$ cat src/rtl/inst_assembler_if.sv
// Beat-in / instruction-out handshake bundle for inst_assembler.
// master drives beats and consumes instructions; slave is the assembler side.
interface inst_assembler_if #(
    parameter int unsigned BITS  = 8,
    parameter int unsigned WORDS = 2
);
    logic [BITS-1:0]       in_data;
    logic                  in_valid;
    logic                  in_ready;
    logic [BITS*WORDS-1:0] inst;
    logic                  inst_valid;
    logic                  inst_ready;

    modport master (
        output in_data, in_valid, inst_ready,
        input  in_ready, inst, inst_valid
    );

    modport slave (
        input  in_data, in_valid, inst_ready,
        output in_ready, inst, inst_valid
    );
endinterface

$ cat src/rtl/inst_assembler.sv
// Packs WORDS beats MSB-first into one instruction and queues it in a DEPTH-entry FIFO.
// Optional partial-instruction idle timeout enabled by INST_ASM_TIMEOUT_EN.
module inst_assembler #(
    parameter int unsigned BITS    = 8,
    parameter int unsigned WORDS   = 2,
    parameter int unsigned DEPTH   = 4,
    parameter int unsigned TIMEOUT = 256
) (
    input  logic                                     clk,
    input  logic                                     rst_n,
    inst_assembler_if.slave                          bus,
    input  logic                                     flush,
    output logic [$clog2(WORDS > 2 ? WORDS : 2)-1:0] beat_cnt,
    output logic [$clog2(DEPTH + 1)-1:0]             level,
    output logic                                     timeout_err
);
    localparam int unsigned W  = BITS * WORDS;
    localparam int unsigned PW = BITS * (WORDS - 1);
    localparam int unsigned CW = $clog2(WORDS > 2 ? WORDS : 2);
    localparam int unsigned LW = $clog2(DEPTH + 1);
    localparam int unsigned AW = $clog2(DEPTH > 2 ? DEPTH : 2);
    localparam logic [CW-1:0] LastBeat = CW'(WORDS - 1);
    localparam logic [LW-1:0] Full     = LW'(DEPTH);
    localparam logic [AW-1:0] LastPtr  = AW'(DEPTH - 1);

    logic [CW-1:0] beat_q, beat_d;
    logic [PW-1:0] part_q, part_d;  // top WORDS-1 slices; the last beat goes straight to the FIFO
    logic [W-1:0]  mem_q [DEPTH];
    logic [AW-1:0] wr_q, wr_d, rd_q, rd_d;
    logic [LW-1:0] level_q, level_d;
    logic          ready, accept, push, pop;
    logic [W-1:0]  word;

`ifdef INST_ASM_TIMEOUT_EN
    localparam int unsigned IW = $clog2(TIMEOUT + 1);
    logic [IW-1:0] idle_q, idle_d;
    logic          err_q, err_d;
`endif

    assign ready          = (beat_q != LastBeat) || (level_q != Full);
    assign bus.in_ready   = ready;
    assign bus.inst_valid = (level_q != '0);
    assign bus.inst       = mem_q[rd_q];
    assign beat_cnt       = beat_q;
    assign level          = level_q;
    assign word           = {part_q, bus.in_data};

    always_comb begin
        beat_d  = beat_q;
        part_d  = part_q;
        wr_d    = wr_q;
        rd_d    = rd_q;
        level_d = level_q;
        accept  = 1'b0;
        push    = 1'b0;
        pop     = 1'b0;
`ifdef INST_ASM_TIMEOUT_EN
        idle_d  = idle_q;
        err_d   = 1'b0;
`endif
        if (flush) begin
            beat_d  = '0;
            wr_d    = '0;
            rd_d    = '0;
            level_d = '0;
`ifdef INST_ASM_TIMEOUT_EN
            idle_d  = '0;
`endif
        end else begin
            accept = bus.in_valid && ready;
            pop    = bus.inst_valid && bus.inst_ready;
            if (accept) begin
                if (beat_q == LastBeat) begin
                    beat_d = '0;
                    push   = 1'b1;
                end else begin
                    beat_d = beat_q + 1'b1;
                    for (int unsigned k = 0; k < WORDS - 1; k++) begin
                        if (beat_q == CW'(k)) part_d[BITS*(WORDS-2-k) +: BITS] = bus.in_data;
                    end
                end
            end
            if (push) wr_d = (wr_q == LastPtr) ? '0 : wr_q + 1'b1;
            if (pop)  rd_d = (rd_q == LastPtr) ? '0 : rd_q + 1'b1;
            unique case ({push, pop})
                2'b10:   level_d = level_q + 1'b1;
                2'b01:   level_d = level_q - 1'b1;
                default: level_d = level_q;
            endcase
`ifdef INST_ASM_TIMEOUT_EN
            // An accepted beat on the expiry edge wins over the discard.
            if (accept || beat_q == '0) begin
                idle_d = '0;
            end else if (idle_q == IW'(TIMEOUT - 1)) begin
                idle_d = '0;
                beat_d = '0;
                err_d  = 1'b1;
            end else begin
                idle_d = idle_q + 1'b1;
            end
`endif
        end
    end

    always_ff @(posedge clk or negedge rst_n) begin
        if (!rst_n) begin
            beat_q  <= '0;
            part_q  <= '0;
            wr_q    <= '0;
            rd_q    <= '0;
            level_q <= '0;
        end else begin
            beat_q  <= beat_d;
            part_q  <= part_d;
            wr_q    <= wr_d;
            rd_q    <= rd_d;
            level_q <= level_d;
        end
    end

    always_ff @(posedge clk or negedge rst_n) begin
        if (!rst_n) begin
            for (int i = 0; i < DEPTH; i++) mem_q[i] <= '0;
        end else if (push) begin
            mem_q[wr_q] <= word;
        end
    end

`ifdef INST_ASM_TIMEOUT_EN
    always_ff @(posedge clk or negedge rst_n) begin
        if (!rst_n) begin
            idle_q <= '0;
            err_q  <= 1'b0;
        end else begin
            idle_q <= idle_d;
            err_q  <= err_d;
        end
    end

    assign timeout_err = err_q;
`else
    assign timeout_err = 1'b0;
`endif
endmodule

$ cat src/flat_wrapper.sv
// flat-port wrapper written by rule: the top's interface ports become plain ports
module inst_assembler_flat 
#(
    parameter int unsigned BITS    = 8,
    parameter int unsigned WORDS   = 2,
    parameter int unsigned DEPTH   = 4,
    parameter int unsigned TIMEOUT = 256
)
  (clk, rst_n, flush, beat_cnt, level, timeout_err, bus_in_data, bus_in_valid, bus_inst_ready, bus_in_ready, bus_inst, bus_inst_valid);
  inst_assembler_if #(.BITS(BITS), .WORDS(WORDS)) bus_i ();
  input  logic clk;
  input  logic rst_n;
  input  logic flush;
  output logic [$clog2(WORDS > 2 ? WORDS : 2)-1:0] beat_cnt;
  output logic [$clog2(DEPTH + 1)-1:0] level;
  output logic timeout_err;
  input wire logic [$bits(bus_i.in_data)-1:0] bus_in_data;
  input wire logic [$bits(bus_i.in_valid)-1:0] bus_in_valid;
  input wire logic [$bits(bus_i.inst_ready)-1:0] bus_inst_ready;
  output wire logic [$bits(bus_i.in_ready)-1:0] bus_in_ready;
  output wire logic [$bits(bus_i.inst)-1:0] bus_inst;
  output wire logic [$bits(bus_i.inst_valid)-1:0] bus_inst_valid;
  assign bus_i.in_data = bus_in_data;
  assign bus_i.in_valid = bus_in_valid;
  assign bus_i.inst_ready = bus_inst_ready;
  assign bus_in_ready = bus_i.in_ready;
  assign bus_inst = bus_i.inst;
  assign bus_inst_valid = bus_i.inst_valid;
  inst_assembler #(.BITS(BITS), .WORDS(WORDS), .DEPTH(DEPTH), .TIMEOUT(TIMEOUT)) u_core (.clk(clk), .rst_n(rst_n), .bus(bus_i), .flush(flush), .beat_cnt(beat_cnt), .level(level), .timeout_err(timeout_err));
endmodule
$ cat config.mk
export PLATFORM = sky130hd
export DESIGN_NAME = inst_assembler_flat
export DESIGN_NICKNAME = d
export VERILOG_FILES = /design/src/rtl/inst_assembler_if.sv /design/src/rtl/inst_assembler.sv /design/src/flat_wrapper.sv
export SDC_FILE = /design/constraint.sdc
export NUM_CORES = 1
export LEC_CHECK = 0
export CORE_ASPECT_RATIO = 2
export CORE_UTILIZATION = 35
export DETAILED_ROUTE_END_ITERATION = 6
export GPL_ROUTABILITY_DRIVEN = 0
export MAX_ROUTING_LAYER = met4
export PLACE_DENSITY = 0.53
export SLEW_MARGIN = 30
export SYNTH_ARGS = -nofsm -noshare
export SYNTH_HDL_FRONTEND = slang
export SYNTH_SLANG_ARGS = --single-unit
$ cat constraint.sdc
create_clock -name clk -period 2.4 [get_ports clk]
set_clock_uncertainty 0.1 [all_clocks]
set_input_delay 0.48 -clock clk [delete_from_list [all_inputs] [get_ports clk]]
set_output_delay 0.48 -clock clk [all_outputs]
set_load 0.02 [all_outputs]
==> impl_metrics.toml, run 1 <==
[outcome]
status = "finished with violations"
violations = "negative hold slack"

[pwr]
peakVddDrop_mv = 0.5270
p_leak_nw = 2.195
power.total_mw = 4.961
p_per_area_nw_per_um2 = 1067

[yosys]
synth.largest_area_cell = "dfrtp_1"
synth_area_um2 = 3837
synth_warnings = 0
netlist.area_leader.share_pct = 52.17
synthesis.instances = 226
synth_ff_type = "dfrtp_1"
synth_cell_types = 30
synthTopCellsByArea = "dfrtp_1 (52%), mux2_4 (16%), mux2_2 (9.7%), mux4_2 (9.4%), buf_12 (2.1%)"
synthArstFlopShare_pct = 100.0
synth_edf_count = 0
ys_seq_area_share_pct = 52.17
syn-num-nets = 245
synth-seq-cells = 80
syn_avg_cell_area_um2 = 16.98

[placement]
postPlaceCellArea_um2 = 4347
io_buffers = 34
detailed_place_hpwl_um = 4706
dpl.cell_count = 397

[sta]
finalSetupViolCount = 0
fmax_ghz = 0.4263
slew_violations = 0
holdWs_ns = -0.01311
setup_tns_ns = 0
min_period_ns = 2.346
rsz0062_at_grt = "yes"
report.final.hold_viol_count = 19
finalCritPeriodShare_pct = 97.73

[setup_path]
path_max_fanout = 6
critical_path_arrival_ns = 1.77
end_kind = "output port"
crit_type = "flop to output port"
cp-start-kind = "flop"
required_ns = 1.82

[layout]
final_common_cell = "dfrtp_1"
final_cells = 413
drive_above_1_share_pct = 44.93
layout.nets = 291
postLayoutCoreUtil_pct = 43.83
area_growth_pct = 21.19
antenna_cells = 0
finalInstanceArea_um2 = 4651
fillers = 990
final_cell_mix = "dfrtp_1 (79), mux2_4 (40), mux2_2 (33), clkdlybuf4s50_1 (17), mux4_2 (16)"

[die]
dieArea_um2 = 11410
fp.coreArea_um2 = 10610
initial_utilization_pct = 36.17
io_pins = 36
die_x_um = 76.04
die_y_um = 150.1
num_rows = 53

[clock_network]
ctsHoldBuffers = 0
path_clk_slew_ns = 0.06
htreeDepth = 3
cts_root_buf = "clkbuf_16"
cts_tree = "yes"
cts_buffer_depth = 2
worstSkewPairLatency_ns = 0.33
cts_buffers = 9
clock_sinks = 80

[route]
detail-route-antenna-nets = 0
dr.pass1.iters = 3
routed_wl_um = 7413
wire_per_inst_um = 17.95
routed_via_density = 4.857
drt_iter0_drc = 100
vias = 2006
drcViolationCount = 0

[run]
drv_cap = 0

[min_path]
hold_path_class = "primary input to asynchronous set/reset pin"

[global_route]
grt_pass1_vias = 2275
grtUsageTotal_pct = 14.92
antenna_found_initial = 0
grt.overflow.total = 0
grt_pass1_wl_um = 12290
grt_max_degree = 50
-- cell families (layout without fill, tap and decap cells) --
family / count (synthesis) / after routing / share of synthesized area, %
buffers and inverters: 13 / 63 / 3.326
adder cells (fa/ha/maj): 6 / 6 / 2.152
multiplexers: 94 / 94 / 36.03
flip-flops: 80 / 80 / 52.17
other: 1 / 1 / 0.09772
AND/OR/NAND/NOR: 28 / 28 / 5.641
AO/OA/AOI/OAI: 4 / 4 / 0.5869
-- synth_stat cells (2+ instances only) --
cell and number:
a21oi_1 2, and2_1 2, buf_12 4, buf_2 2, clkbuf_1 3, dfrtp_1 80, ha_1 5, inv_1 2
mux2_2 33, mux2_4 40, mux2i_1 5, mux4_2 16, nand2_8 4, nand2b_1 2, nor2_1 9, nor3_1 3
-- metal layers --
layer	GRT usage [%]	share of wire [%]
met2	25.05	52
met5	-	0
met4	7.212	2.2
met1	16.90	44
met3	3.171	2.3
-- stage by stage --
stage          hold slack [ns]  setup WS (ns)
2_1_floorplan          0.08441         0.1201
3_3_place_gp            0.3554        0.07620
3_5_place_dp            0.3591        0.04403
4_1_cts              0.0005390     0.00006506
5_1_grt                0.01816      -0.007903
6_report              -0.01311        0.05446
-- report_power, final --
group          internal (mW)  switching, mW  total (mW)
Sequential              1.63          0.219        1.85
Clock                  0.827          0.523        1.35
Combinational          0.999          0.760        1.76
-- flip-flops by register name (all words and copies together) (netlist names) --
signal / cells
u_core.wr_q: 2
u_core.mem_q: 64
u_core.rd_q: 2
u_core.beat_cnt: 1
u_core.level: 3
u_core.part_q: 8
-- path summary, 6_finish.rpt --
check	startpoint	endpoint	slack (ns)	cells past startpoint
hold reg to reg	u_core.mem_q[0]	u_core.mem_q[0]	0.40	1
hold / removal	rst_n	u_core.mem_q[4]	-0.01	1
setup reg to reg	u_core.level[1]	u_core.level[2]	0.27	5
setup / recovery	u_core.rd_q[0]	bus_inst[15]	0.05	3
min in group clk	u_core.mem_q[0]	u_core.mem_q[0]	0.40	1
max in group asynchronous	rst_n	u_core.rd_q[0]	1.58	2
-- repair_timing --
item / in CTS / in global routing
cloned: 0 / 1
setup buffers: 0 / 0
gates resized for setup: 17 / 20
setup endpoints to repair: 16 / 9
-- critical path: stages, from the launching register on --
cell and delay, ns:
dfrtp_2 0.45, clkbuf_16 0.20, mux4_2 0.49, clkdlybuf4s15_1 0.30
-- cell type report --
| class | count | area [um2] | share of cell area [%] |
|---|---|---|---|
| flip-flops and latches | 80 | 2003 | 43.07 |
| multi-input cells | 133 | 1708 | 36.72 |
| repair buffers | 46 | 471.7 | 10.14 |
| clock buffers | 12 | 246.5 | 5.300 |
| well taps | 137 | 171.4 | 3.686 |
| clock inverters | 3 | 42.54 | 0.9147 |
| inverters | 2 | 7.507 | 0.1614 |
Note: power is estimated with default switching activity, not from simulation.
==> inputs of run 2 (changes only) <==
- CAP_MARGIN: unset -> 20
- TNS_END_PERCENT: unset -> 5
==> results of run 2 <==
Same layout as run 1: the final DEF is identical, and so are final timing and power.
==> inputs of run 3 (changes only) <==
- MAX_ROUTING_LAYER: met4 -> unset
==> run 3 against run 2 <==
Net effect:
- the flow still finishes with violations (negative hold slack)
- final cell count did not move
- core utilization about the same
- sequential share of layout area hardly changed
- hold slack better by 0.0022 ns
- flip-flop and latch count did not move
- worst setup slack improved by 0.0010 ns
- maximum frequency about the same
- die area stayed put
- global-route usage is 0.47 points lower
- non-clock buffer count stayed put
- critical path type unchanged
- largest cell class unchanged
- largest power group unchanged
==> impl_metrics.toml, run 3 (synthesized netlist as in run 1, its figures left out) <==
[sta]
finalSetupViolCount = 0
fmax_ghz = 0.4265
finalCritPeriodShare_pct = 97.69
rsz0062_at_grt = "yes"
holdWs_ns = -0.01091
min_period_ns = 2.345
report.final.hold_viol_count = 15
setup_slack_ns = 0.05546
slew_violations = 0
setup_tns_ns = 0

[placement]
io_buffers = 34
detailed_place_hpwl_um = 4706
dp_slack_ns = 0.04403
dpl.cell_count = 397

[clock_network]
cts_buffers = 9
cts_tree = "yes"
cts_buffer_depth = 2
clock_sinks = 80
ctsHoldBuffers = 0
cts_root_buf = "clkbuf_16"
path_clk_slew_ns = 0.06
worstSkewPairLatency_ns = 0.33
htreeDepth = 3

[layout]
top_register = "u_core.mem_q"
layout.nets = 291
fillers = 989
final_cells = 413
drive_above_1_share_pct = 44.57
area_growth_pct = 21.32
antenna_cells = 0
largest_register_ffs = 64
final_cell_mix = "dfrtp_1 (79), mux2_4 (40), mux2_2 (33), clkdlybuf4s50_1 (17), mux4_2 (16)"
final_common_cell = "dfrtp_1"

[setup_path]
critical_path_arrival_ns = 1.76
worst-path-stages = 3
path_cells = "clkbuf_16, mux4_2, clkdlybuf4s15_1"
end_kind = "output port"
cp-start-kind = "flop"
required_ns = 1.82
path_max_fanout = 6
ff2ff_path_depth = 5
r2r_slack_ns = 0.27
cp_slowest_cell = "mux4_2"
worst-path-buf-inv = 2
cpLargestDelayFamily = "multiplexers"
slowest_delay_ns = 0.50
crit_type = "flop to output port"
r2r_start = "u_core.level[1]"
r2r-end = "u_core.level[2]"
endpoint = "bus_inst[10]"
cp-startpoint = "u_core.rd_q[0]"

[die]
die_x_um = 76.04
dieArea_um2 = 11410
initial_utilization_pct = 36.17
io_pins = 36
die_y_um = 150.1
fp.coreArea_um2 = 10610
num_rows = 53

[route]
dr.pass1.iters = 4
wire_per_inst_um = 18.07
detail-route-antenna-nets = 0
drcViolationCount = 0
routed_via_density = 4.811
vias = 1987
drt_iter0_drc = 90
routed_wl_um = 7461

[global_route]
antenna_found_initial = 0
grt_pass1_vias = 2273
grt.overflow.total = 0
grt_pass1_wl_um = 12250
use_met3_pct = 3.110
met2_usage_pct = 25.05
grt_max_degree = 50
grtUsageTotal_pct = 14.45
grt_use_met1_pct = 16.82
gr-max-usage-layer = "met2"

[pwr]
peakVddDrop_mv = 0.5269
p_per_area_nw_per_um2 = 1065
p_leak_nw = 2.196

[min_path]
hold_path_class = "primary input to asynchronous set/reset pin"

[outcome]
status = "finished with violations"
violations = "negative hold slack"

[run]
drv_cap = 0
-- run 3: report_power, final --
part / leakage, nW / internal (mW) / switching, mW / total [mW]
Clock: 0.139 / 0.827 / 0.519 / 1.35
Combinational: 1.00 / 1.00 / 0.759 / 1.76
Sequential: 1.05 / 1.63 / 0.217 / 1.85
-- run 3: repair_timing --
| item | in CTS | in global routing |
|---|---|---|
| buffers inserted | 0 | 0 |
| cloned | 0 | 1 |
| endpoints found under the setup margin | 16 | 9 |
| resized for setup | 17 | 19 |
-- run 3: layout make-up --
class	count	area [um2]	area share, %
Inverter	2	7.507	0.1612
Tap cell	137	171.4	3.682
Timing Repair Buffer	46	476.7	10.24
Clock buffer	12	246.5	5.294
Multi-Input combinational cell	133	1708	36.68
Sequential cell	80	2003	43.03
Clock inverter	3	42.54	0.9137
-- run 3: worst min path at each step --
stage	startpoint	endpoint	slack (ns)
after floorplan	rst_n	u_core.beat_cnt	0.08
after global placement	rst_n	u_core.mem_q[15]	0.36
after detailed placement	rst_n	u_core.mem_q[47]	0.36
after CTS	rst_n	u_core.mem_q[47]	0.0005
after global routing	rst_n	u_core.mem_q[47]	0.02
final	rst_n	u_core.mem_q[47]	-0.01
-- run 3: worst reg2reg max path, stage by stage (launching register included) --
cell and delay (ns):
dfrtp_1 0.46, or3b_1 0.45, a21oi_1 0.23, fa_1 0.23, mux2i_1 0.20, mux2_2 0.34
-- run 3: metrics by stage --
step / util [%] / power, mW / instance area (um2)
2_1_floorplan: - / 2.976 / 3837
3_3_place_gp: 40.97 / 3.714 / 4347
3_5_place_dp: 40.97 / 3.727 / 4347
4_1_cts: 43.51 / 4.964 / 4617
5_1_grt: 43.88 / 5.218 / 4656
6_report: 43.88 / 4.959 / 4656
-- run 3: routing by layer --
metal	share of wire, %	wire length (um)
met1	44	3250
met3	2.6	192
met5	0	0
met2	52	3878
met4	1.9	140
